===== src/rtl/irq_controller.sv =====
// Priority interrupt controller: edge-captures request lines into a pending
// register, gates them with a per-line mask, raises one interrupt to the CPU,
// vectors the highest-index eligible line on acknowledge, and then holds an
// in-service state until end-of-interrupt.
//
// Ports:
//   clk        single clock, all state changes on the rising edge
//   rst_n      synchronous active-low reset
//   irq        level request lines, synchronous to clk (bit k = line k+1)
//   mask_we    mask write strobe
//   mask_in    new mask value (1 = line masked)
//   inta       CPU acknowledge pulse
//   eoi        CPU end-of-interrupt pulse
//   intr       interrupt request to the CPU
//   vec        vector of the acknowledged line (0 = none/spurious)
//   vec_valid  one-cycle strobe qualifying vec
//   pending    pending register
//   mask       current mask register
//   in_service a line is being serviced
module irq_controller #(
    parameter int unsigned NIRQ = 3,
    parameter int unsigned VW   = $clog2(NIRQ + 1)
) (
    input  logic            clk,
    input  logic            rst_n,
    input  logic [NIRQ-1:0] irq,
    input  logic            mask_we,
    input  logic [NIRQ-1:0] mask_in,
    input  logic            inta,
    input  logic            eoi,
    output logic            intr,
    output logic [VW-1:0]   vec,
    output logic            vec_valid,
    output logic [NIRQ-1:0] pending,
    output logic [NIRQ-1:0] mask,
    output logic            in_service
);

    typedef enum logic [1:0] {
        IDLE    = 2'd0,
        REQ     = 2'd1,
        SERVICE = 2'd2
    } state_t;

    state_t          state, state_n;
    logic [NIRQ-1:0] prev;
    logic [NIRQ-1:0] rise;
    logic [NIRQ-1:0] elig;
    logic [VW-1:0]   top_idx;
    logic [NIRQ-1:0] top_bit;
    logic [NIRQ-1:0] pend_clr;
    logic [NIRQ-1:0] pending_n;
    logic [NIRQ-1:0] mask_n;
    logic            intr_n;
    logic [VW-1:0]   vec_n;
    logic            vec_valid_n;
    logic            in_service_n;

    // Rising-edge detect against the previous sample, and mask gating.
    assign rise = irq & ~prev;
    assign elig = pending & ~mask;

    // Highest-index eligible line; later iterations overwrite lower ones.
    always_comb begin
        top_idx = '0;
        top_bit = '0;
        for (int unsigned i = 0; i < NIRQ; i++) begin
            if (elig[i]) begin
                top_idx    = VW'(i + 1);
                top_bit    = '0;
                top_bit[i] = 1'b1;
            end
        end
    end

    // Next-state and registered-output computation.
    always_comb begin
        state_n      = state;
        intr_n       = 1'b0;
        vec_n        = vec;
        vec_valid_n  = 1'b0;
        in_service_n = in_service;
        pend_clr     = '0;

        case (state)
            IDLE: begin
                in_service_n = 1'b0;
                if (|elig) begin
                    state_n = REQ;
                    intr_n  = 1'b1;
                end
            end
            REQ: begin
                if (inta) begin
                    // top_idx is 0 when everything got masked: spurious vector.
                    vec_n       = top_idx;
                    vec_valid_n = 1'b1;
                    if (|elig) begin
                        pend_clr     = top_bit;
                        in_service_n = 1'b1;
                        state_n      = SERVICE;
                    end else begin
                        state_n = IDLE;
                    end
                end else if (|elig) begin
                    intr_n = 1'b1;
                end else begin
                    state_n = IDLE;
                end
            end
            SERVICE: begin
                in_service_n = 1'b1;
                if (eoi) begin
                    in_service_n = 1'b0;
                    state_n      = IDLE;
                end
            end
            default: begin
                state_n      = IDLE;
                in_service_n = 1'b0;
            end
        endcase

        // A new edge on a line being acknowledged keeps it pending.
        pending_n = (pending & ~pend_clr) | rise;
        mask_n    = mask_we ? mask_in : mask;
    end

    // State and output registers.
    always_ff @(posedge clk) begin
        if (!rst_n) begin
            state      <= IDLE;
            prev       <= '0;
            pending    <= '0;
            mask       <= '0;
            intr       <= 1'b0;
            vec        <= '0;
            vec_valid  <= 1'b0;
            in_service <= 1'b0;
        end else begin
            state      <= state_n;
            prev       <= irq;
            pending    <= pending_n;
            mask       <= mask_n;
            intr       <= intr_n;
            vec        <= vec_n;
            vec_valid  <= vec_valid_n;
            in_service <= in_service_n;
        end
    end

endmodule


===== config.mk =====
export PLATFORM = sky130hd
export DESIGN_NAME = irq_controller
export DESIGN_NICKNAME = d
export VERILOG_FILES = /design/src/rtl/irq_controller.sv
export SDC_FILE = /design/constraint.sdc
export NUM_CORES = 1
export LEC_CHECK = 0
export ABC_AREA = 1
export CORE_MARGIN = 2
export CORE_UTILIZATION = 40
export CTS_BUF_LIST = sky130_fd_sc_hd__clkbuf_16
export DETAILED_ROUTE_END_ITERATION = 6
export GPL_ROUTABILITY_DRIVEN = 0
export PLACE_DENSITY = 0.76
export SLEW_MARGIN = 10
export SYNTH_ARGS = -nofsm -noshare
export SYNTH_HDL_FRONTEND = slang
export SYNTH_SLANG_ARGS = --single-unit

===== constraint.sdc =====
create_clock -name clk -period 1.09 [get_ports clk]
set_input_delay 0.109 -clock clk [delete_from_list [all_inputs] [get_ports clk]]
set_output_delay 0.109 -clock clk [all_outputs]
set_load 0.01 [all_outputs]

### Yosys cells after proc, flatten, opt, wreduce, memory -nomap -nowiden

Index checks and enable logic that the tools add are counted.

| operators by class | value |
|---|---|
| equality and inequality tests | 7 |
| multiplexer cells | 23 |
| bitwise operators | 7 |
| reductions and logical operators | 6 |

Operators with widths:

| cell | count |
|---|---|
| $mux W3 | 5 |
| $mux W2 | 7 |
| $and A3 B3 Y3 | 3 |
| $not A3 Y3 | 3 |
| $mux W1 | 8 |
| $ne A2 B2 Y1 const B | 4 |
| $pmux W2 S3 | 1 |
| $reduce_and A2 Y1 | 3 |
| $pmux W1 S2 | 2 |
| $ne A3 B3 Y1 const B | 1 |
| $or A3 B3 Y3 | 1 |
| $reduce_and A3 Y1 | 1 |
| $reduce_or A3 Y1 | 1 |
| $eq A2 B1 Y1 const B | 1 |
| $eq A2 B2 Y1 const B | 1 |
| $logic_not A2 Y1 | 1 |

| word-level totals | value |
|---|---|
| register bits after elaboration | 16 |
| input port bits | 11 |
| output and inout port bits | 11 |
| logic and storage cells | 51 |

### Logic depth before layout (Yosys ltp)

Gate-level depths: netlist (run 1).

| logic depth | value |
|---|---|
| depth in word-level cells | 11 |
| mapped depth | 9 |
| depth with buffers taken out | 9 |

### Least setup slack after synthesis (run 1)

OpenSTA, ideal clock, no wires.

| timing path | value |
|---|---|
| path kind | reg-to-reg |
| start point | register state[1] |
| end point | register pending[0] |
| library setup time | 0.124 ns |
| arrival time | 1.034 ns |
| required time | 0.966 ns |
| setup slack | -0.068 ns |
| stages on the path, launching flop included | 8 |
| buffers on the path | 0 |
| clock period less this slack | 1.158 ns |
| path through | dfxtp_1 -> inv_1 -> ha_1 -> nand2_2 -> a21oi_2 -> nand2_1 -> o21ai_1 -> o22ai_1 |

| on the way | value |
|---|---|
| cells in the longest elaborated chain, start to end | 5 |

RTL lines:

| element | RTL line | text |
|---|---|---|
| start, declared | 45 | `state_t state, state_n;` |
| start signal, assigned | 141 | `state <= state_n;` |
| $eq A2 B1 Y1 | 85 | `case (state)` |
| $mux W3 | 85 |  |
| $not A3 Y3 | 125 | `pending_n = (pending & ~pend_clr) \| rise;` |
| $and A3 B3 Y3 | 125 |  |
| $or A3 B3 Y3 | 125 |  |
| end signal, assigned | 143 | `pending <= pending_n;` |
| end, declared | 34 | `output logic [NIRQ-1:0] pending,` |

Every way passes these cells.
A chain may end at the register's enable or synchronous reset.

### Worst setup path after layout (run 1)

| timing path | value |
|---|---|
| start point | register state[1] |
| end point | register in_service |

| on the way | value |
|---|---|
| cells in the longest elaborated chain, start to end | 3 |
| elaborated cells between the ends (all ways) | 6 |
| those cells by class | eq/ne: 4; mux: 1; reduce/logical: 1 |

RTL lines:

| element | RTL line | text |
|---|---|---|
| $eq A2 B1 Y1 | 85 |  |
| $ne A2 B2 Y1 (no source line) | - |  |
| $reduce_and A2 Y1 (no source line) | - |  |
| end signal, assigned | 148 | `in_service <= in_service_n;` |
| end, declared | 36 | `output logic in_service` |

Parallel ways exist; a longest one is shown, timed or not.

==> results of run 1 <==
==> area by class of cell <==
type / count / area share (%)
repair buffers: 29 / 22.9
inverters: 16 / 5.36
clock buffers: 3 / 6.70
clock inverters: 1 / 0.335
flip-flops and latches: 16 / 29.2
multi-input cells: 52 / 32.7
well taps: 25 / 2.79
==> metrics by stage <==
step / setup TNS, ns / util [%] / setup slack (ns)
finish: -0.222 / 65.6 / -0.0899
CTS: -0.161 / 65.1 / -0.0528
floorplan: 0 / - / 0.00284
detailed placement: -0.887 / 59.6 / -0.201
global placement: -0.628 / 59.6 / -0.155
global route: -0.609 / 65.6 / -0.138
==> timing repair <==
action | 4_1_cts | 5_1_grt
setup endpoints to repair | 19 | 9
pin swaps | 4 | 3
resized for setup | 21 | 5
setup buffers | 1 | 0
==> Yosys cell counts <==
| library cell | count | area (sq um) |
|---|---|---|
| sky130_fd_sc_hd__a211oi_1 | 1 | 7.51 |
| sky130_fd_sc_hd__a21oi_1 | 7 | 35.0 |
| sky130_fd_sc_hd__a21oi_2 | 1 | 8.76 |
| sky130_fd_sc_hd__buf_2 | 1 | 5.00 |
| sky130_fd_sc_hd__dfxtp_1 | 16 | 320 |
| sky130_fd_sc_hd__ha_1 | 4 | 50.1 |
| sky130_fd_sc_hd__inv_1 | 13 | 48.8 |
| sky130_fd_sc_hd__inv_2 | 3 | 11.3 |
| sky130_fd_sc_hd__nand2_1 | 10 | 37.5 |
| sky130_fd_sc_hd__nand2_2 | 2 | 12.5 |
| sky130_fd_sc_hd__nand2_4 | 3 | 33.8 |
| sky130_fd_sc_hd__nand3_1 | 3 | 15.0 |
| sky130_fd_sc_hd__nand3_2 | 1 | 10.0 |
| sky130_fd_sc_hd__nand3_4 | 1 | 17.5 |
| sky130_fd_sc_hd__nand4_1 | 1 | 6.26 |
| sky130_fd_sc_hd__nand4_2 | 1 | 12.5 |
| sky130_fd_sc_hd__nor2_1 | 5 | 18.8 |
| sky130_fd_sc_hd__o211ai_1 | 1 | 7.51 |
| sky130_fd_sc_hd__o21ai_0 | 6 | 30.0 |
| sky130_fd_sc_hd__o21ai_1 | 3 | 15.0 |
| sky130_fd_sc_hd__o22ai_1 | 2 | 12.5 |
==> power by group through the flow <==
stage / clock network (mW) / logic (mW) / registers, mW
6_report: 0.702 / 0.852 / 0.768
5_1_grt: 0.751 / 0.941 / 0.780
4_1_cts: 0.715 / 0.821 / 0.769
3_5_place_dp: 0 / 0.814 / 0.767
3_3_place_gp: 0 / 0.793 / 0.764
2_1_floorplan: 0 / 0.465 / 0.799
==> flip-flops by register name, indices dropped and copies added (netlist names) <==
signal,cells
vec_valid,1
pending,3
mask,3
vec,2
in_service,1
state,2
prev,3
intr,1
==> kinds of logic (layout without fill, tap and decap cells) <==
logic type,after synthesis,in the layout,share of synthesized area (%)
AOI/OAI and AO/OA,21,21,16.3
DFF,16,16,44.8
buffers and inverters,17,49,9.09
and+or+nand+nor,27,27,22.9
adders and majority gates,4,4,6.99
==> metal layers <==
| layer | GRT usage (%) | vias to the layer above | part of all wire, % |
|---|---|---|---|
| met4 | 7.43 | 0 | 1.2 |
| met1 | 19.1 | 314 | 43 |
| met5 | 0 | - | 0 |
| met3 | 5.49 | 2 | 2.6 |
| met2 | 29.2 | 11 | 53 |
| li1 | - | 340 | - |
==> worst reg2reg max path: stages, from the launching register on <==
cell	delay [ns]
sky130_fd_sc_hd__dfxtp_2	0.32
sky130_fd_sc_hd__inv_2	0.08
sky130_fd_sc_hd__ha_4	0.16
sky130_fd_sc_hd__inv_1	0.06
sky130_fd_sc_hd__buf_4	0.14
sky130_fd_sc_hd__a211oi_1	0.22
sky130_fd_sc_hd__nor2_1	0.09
==> final timing paths <==
| path | to | slack, ns | depth (start not counted) |
|---|---|---|---|
| setup / recovery | in_service$_SDFFE_PN0P_ | -0.09 | 6 |
| hold / removal | pending[1]$_SDFF_PN0_ | 0.41 | 1 |
| setup reg to reg | in_service$_SDFFE_PN0P_ | -0.09 | 6 |
| hold reg to reg | pending[1]$_SDFF_PN0_ | 0.41 | 1 |
==> run summary, run 1 <==
The count of antenna-violating nets left after detailed routing came out at 0. The register area is 327 sq um. The number of max-slew violations in the final report came out at 0.

In this run the most critical hold path is launched from prev[1]$_SDFF_PN0_. For this run, the number of standard cells in the final layout without fillers is 142. The placed standard-cell area is 1020 sq um.

The proportion of power drawn by flip-flops and latches is 33.1%. The final reports fail on negative setup slack. The launch point of the worst reg-to-reg path is state[1]$_SDFFE_PN0P_. The standard-cell row count is 15. The clock passes through at most 2 buffers. The maximum resistive drop on vdd came out at 1110 uV. The leakage power is 0.558 nW. Of the total power, combinational logic draws 36.7%. The run finished, with violations left. The initial antenna violation count came out at 0. The floorplan die height came out at 46.3 um.

The estimated wirelength of the detail-placed design came out at 1.16 mm. The remaining design rule violation count came out at 0. The wire length per cell after detailed routing is 11.3 um.

The routed via count is 667. The overall overflow remaining after global route came out at 0. Setup repair after global routing could not meet its margin everywhere. The type of element launching the critical path is a flop. The number of distinct library cell variants in the gate-level netlist after synthesis is 21. The root cell of the clock tree is sky130_fd_sc_hd__clkbuf_16. The internal power is 1.58 mW. The category of the worst setup path capture point is a flop. The share of power burned in the clock network is 30.2%. The cell count after synthesis is 85. The CTS sink count is 16.

The die extent in x came out at 46.3 um. The switching component of the power is 738 uW. The delay of the slowest cell on the worst path came out at 0.32 ns. The area of the die came out at 2140 sq um. The total chip power is 2.32 mW.

The number of CTS-inserted buffers is 3. The slowest stage of the critical path is the sky130_fd_sc_hd__dfxtp_2 cell. The tool flagged a number of max-cap violations equal to 0. The net switching fraction of the power came out at 31.8%.

The highest clock rate came out at 848 MHz. Leaving out fill and tap cells, the most frequent cells in the layout are sky130_fd_sc_hd__dfxtp_1, sky130_fd_sc_hd__dlygate4sd2_1, sky130_fd_sc_hd__inv_1, sky130_fd_sc_hd__clkdlybuf4s50_1. Along the worst path, the maximum fanout reaches 3.

Leaving out fill and tap cells, the most frequent cell in the layout is sky130_fd_sc_hd__dfxtp_1. The via count of the first global-routing pass came to 665. The data arrival time of the worst path came out at 1.30 ns. The area growth from synthesis to layout is 56.5%. During synthesis, Yosys emitted a total of 0 warnings. Port buffering added 21 buffers. The initial core utilization is 41.9%. The clock tree from TritonCTS is built. Dividing the detail-routed via count by the number of cells gives 4.70. The part of the Yosys area used for sequential elements is 44.8%. The count of H-tree levels built during CTS came out at 1. The proportion of layout cells with a drive suffix above 1 came out at 29.1%. The smallest clock period supported by the final layout is computed as 1.18 ns. The number of optimization iterations in the first detailed-route pass is 4. The area of all placed cells without fillers came out at 1120 sq um.

In this run, the number of DRC markers left after iteration 0 of detailed routing was 4. The multi-input combinational cells in the finished layout cover a total of 367 sq um. The final hold violation count came out at 0.

The number of buffers added to fix hold violations after cts is 0. In this run the worst setup path begins at state[1]$_SDFFE_PN0P_. The first-pass GRT wire length came out at 2.59 mm. The worst slew margin relative to its limit came out at 83.1%.

The mean cell area of the mapped netlist is 8.42 sq um. In the global route stage, overall resource usage came out at 17.1%. The setup skew after layout came out at 0.00184 ns. The count of nets after finishing came out at 133.

The tightest hold path in the finished design has a slack of 0.407 ns. The required time of the critical path came out at 1.21 ns. The area of the core came out at 1710 sq um.

The routed wire length is 1.61 mm. After layout, the worst setup slack is -0.0899 ns. The transition time at the pin with the least slew margin is 0.251 ns. The worst setup path is of the flop to flop kind. The net count of the mapped netlist is 100. The area of the mapped netlist is 716 sq um. The buffers plus inverters on the worst setup path is 3. The power per standard cell area came out at 2070 nW/um^2.

The clock transition at the registers of the reported paths is 0.05 ns. The pin count of the biggest net entering global routing came out at 10. In this run, synthesis produced a sequential element count of 16. Fill cells in the final layout number 135. The total I/O pin count is 22. The later pin in the worst-skew pair is clocked with a latency of 0.24 ns.

The class of the worst hold path is flop to flop. The number of antenna diodes in the final layout is 0. The total placed cells including tap cells came out at 137. The signal on the critical path passes through inv_2 -> ha_4 -> inv_1 -> buf_4 -> a211oi_1 -> nor2_1. The share of the cycle needed by the critical path after routing came out at 108%. In this design, the largest share of critical-path delay is due to flip-flops.

The final count of negative-setup-slack endpoints is 5.
No activity file was read; power rests on OpenSTA's default activity.
==> run 2, diff against run 1 <==
--- a/config.mk
+++ b/config.mk
@@ -6,13 +6,14 @@
 export NUM_CORES = 1
 export LEC_CHECK = 0
 export ABC_AREA = 1
+export ABC_CLOCK_PERIOD_IN_PS = 1090
 export CORE_MARGIN = 2
 export CORE_UTILIZATION = 40
 export CTS_BUF_LIST = sky130_fd_sc_hd__clkbuf_16
 export DETAILED_ROUTE_END_ITERATION = 6
 export GPL_ROUTABILITY_DRIVEN = 0
 export PLACE_DENSITY = 0.76
-export SLEW_MARGIN = 10
+export SLEW_MARGIN = 30
 export SYNTH_ARGS = -nofsm -noshare
 export SYNTH_HDL_FRONTEND = slang
 export SYNTH_SLANG_ARGS = --single-unit
==> results of run 2 <==
Final layout, timing and power as in run 1 (identical DEF).
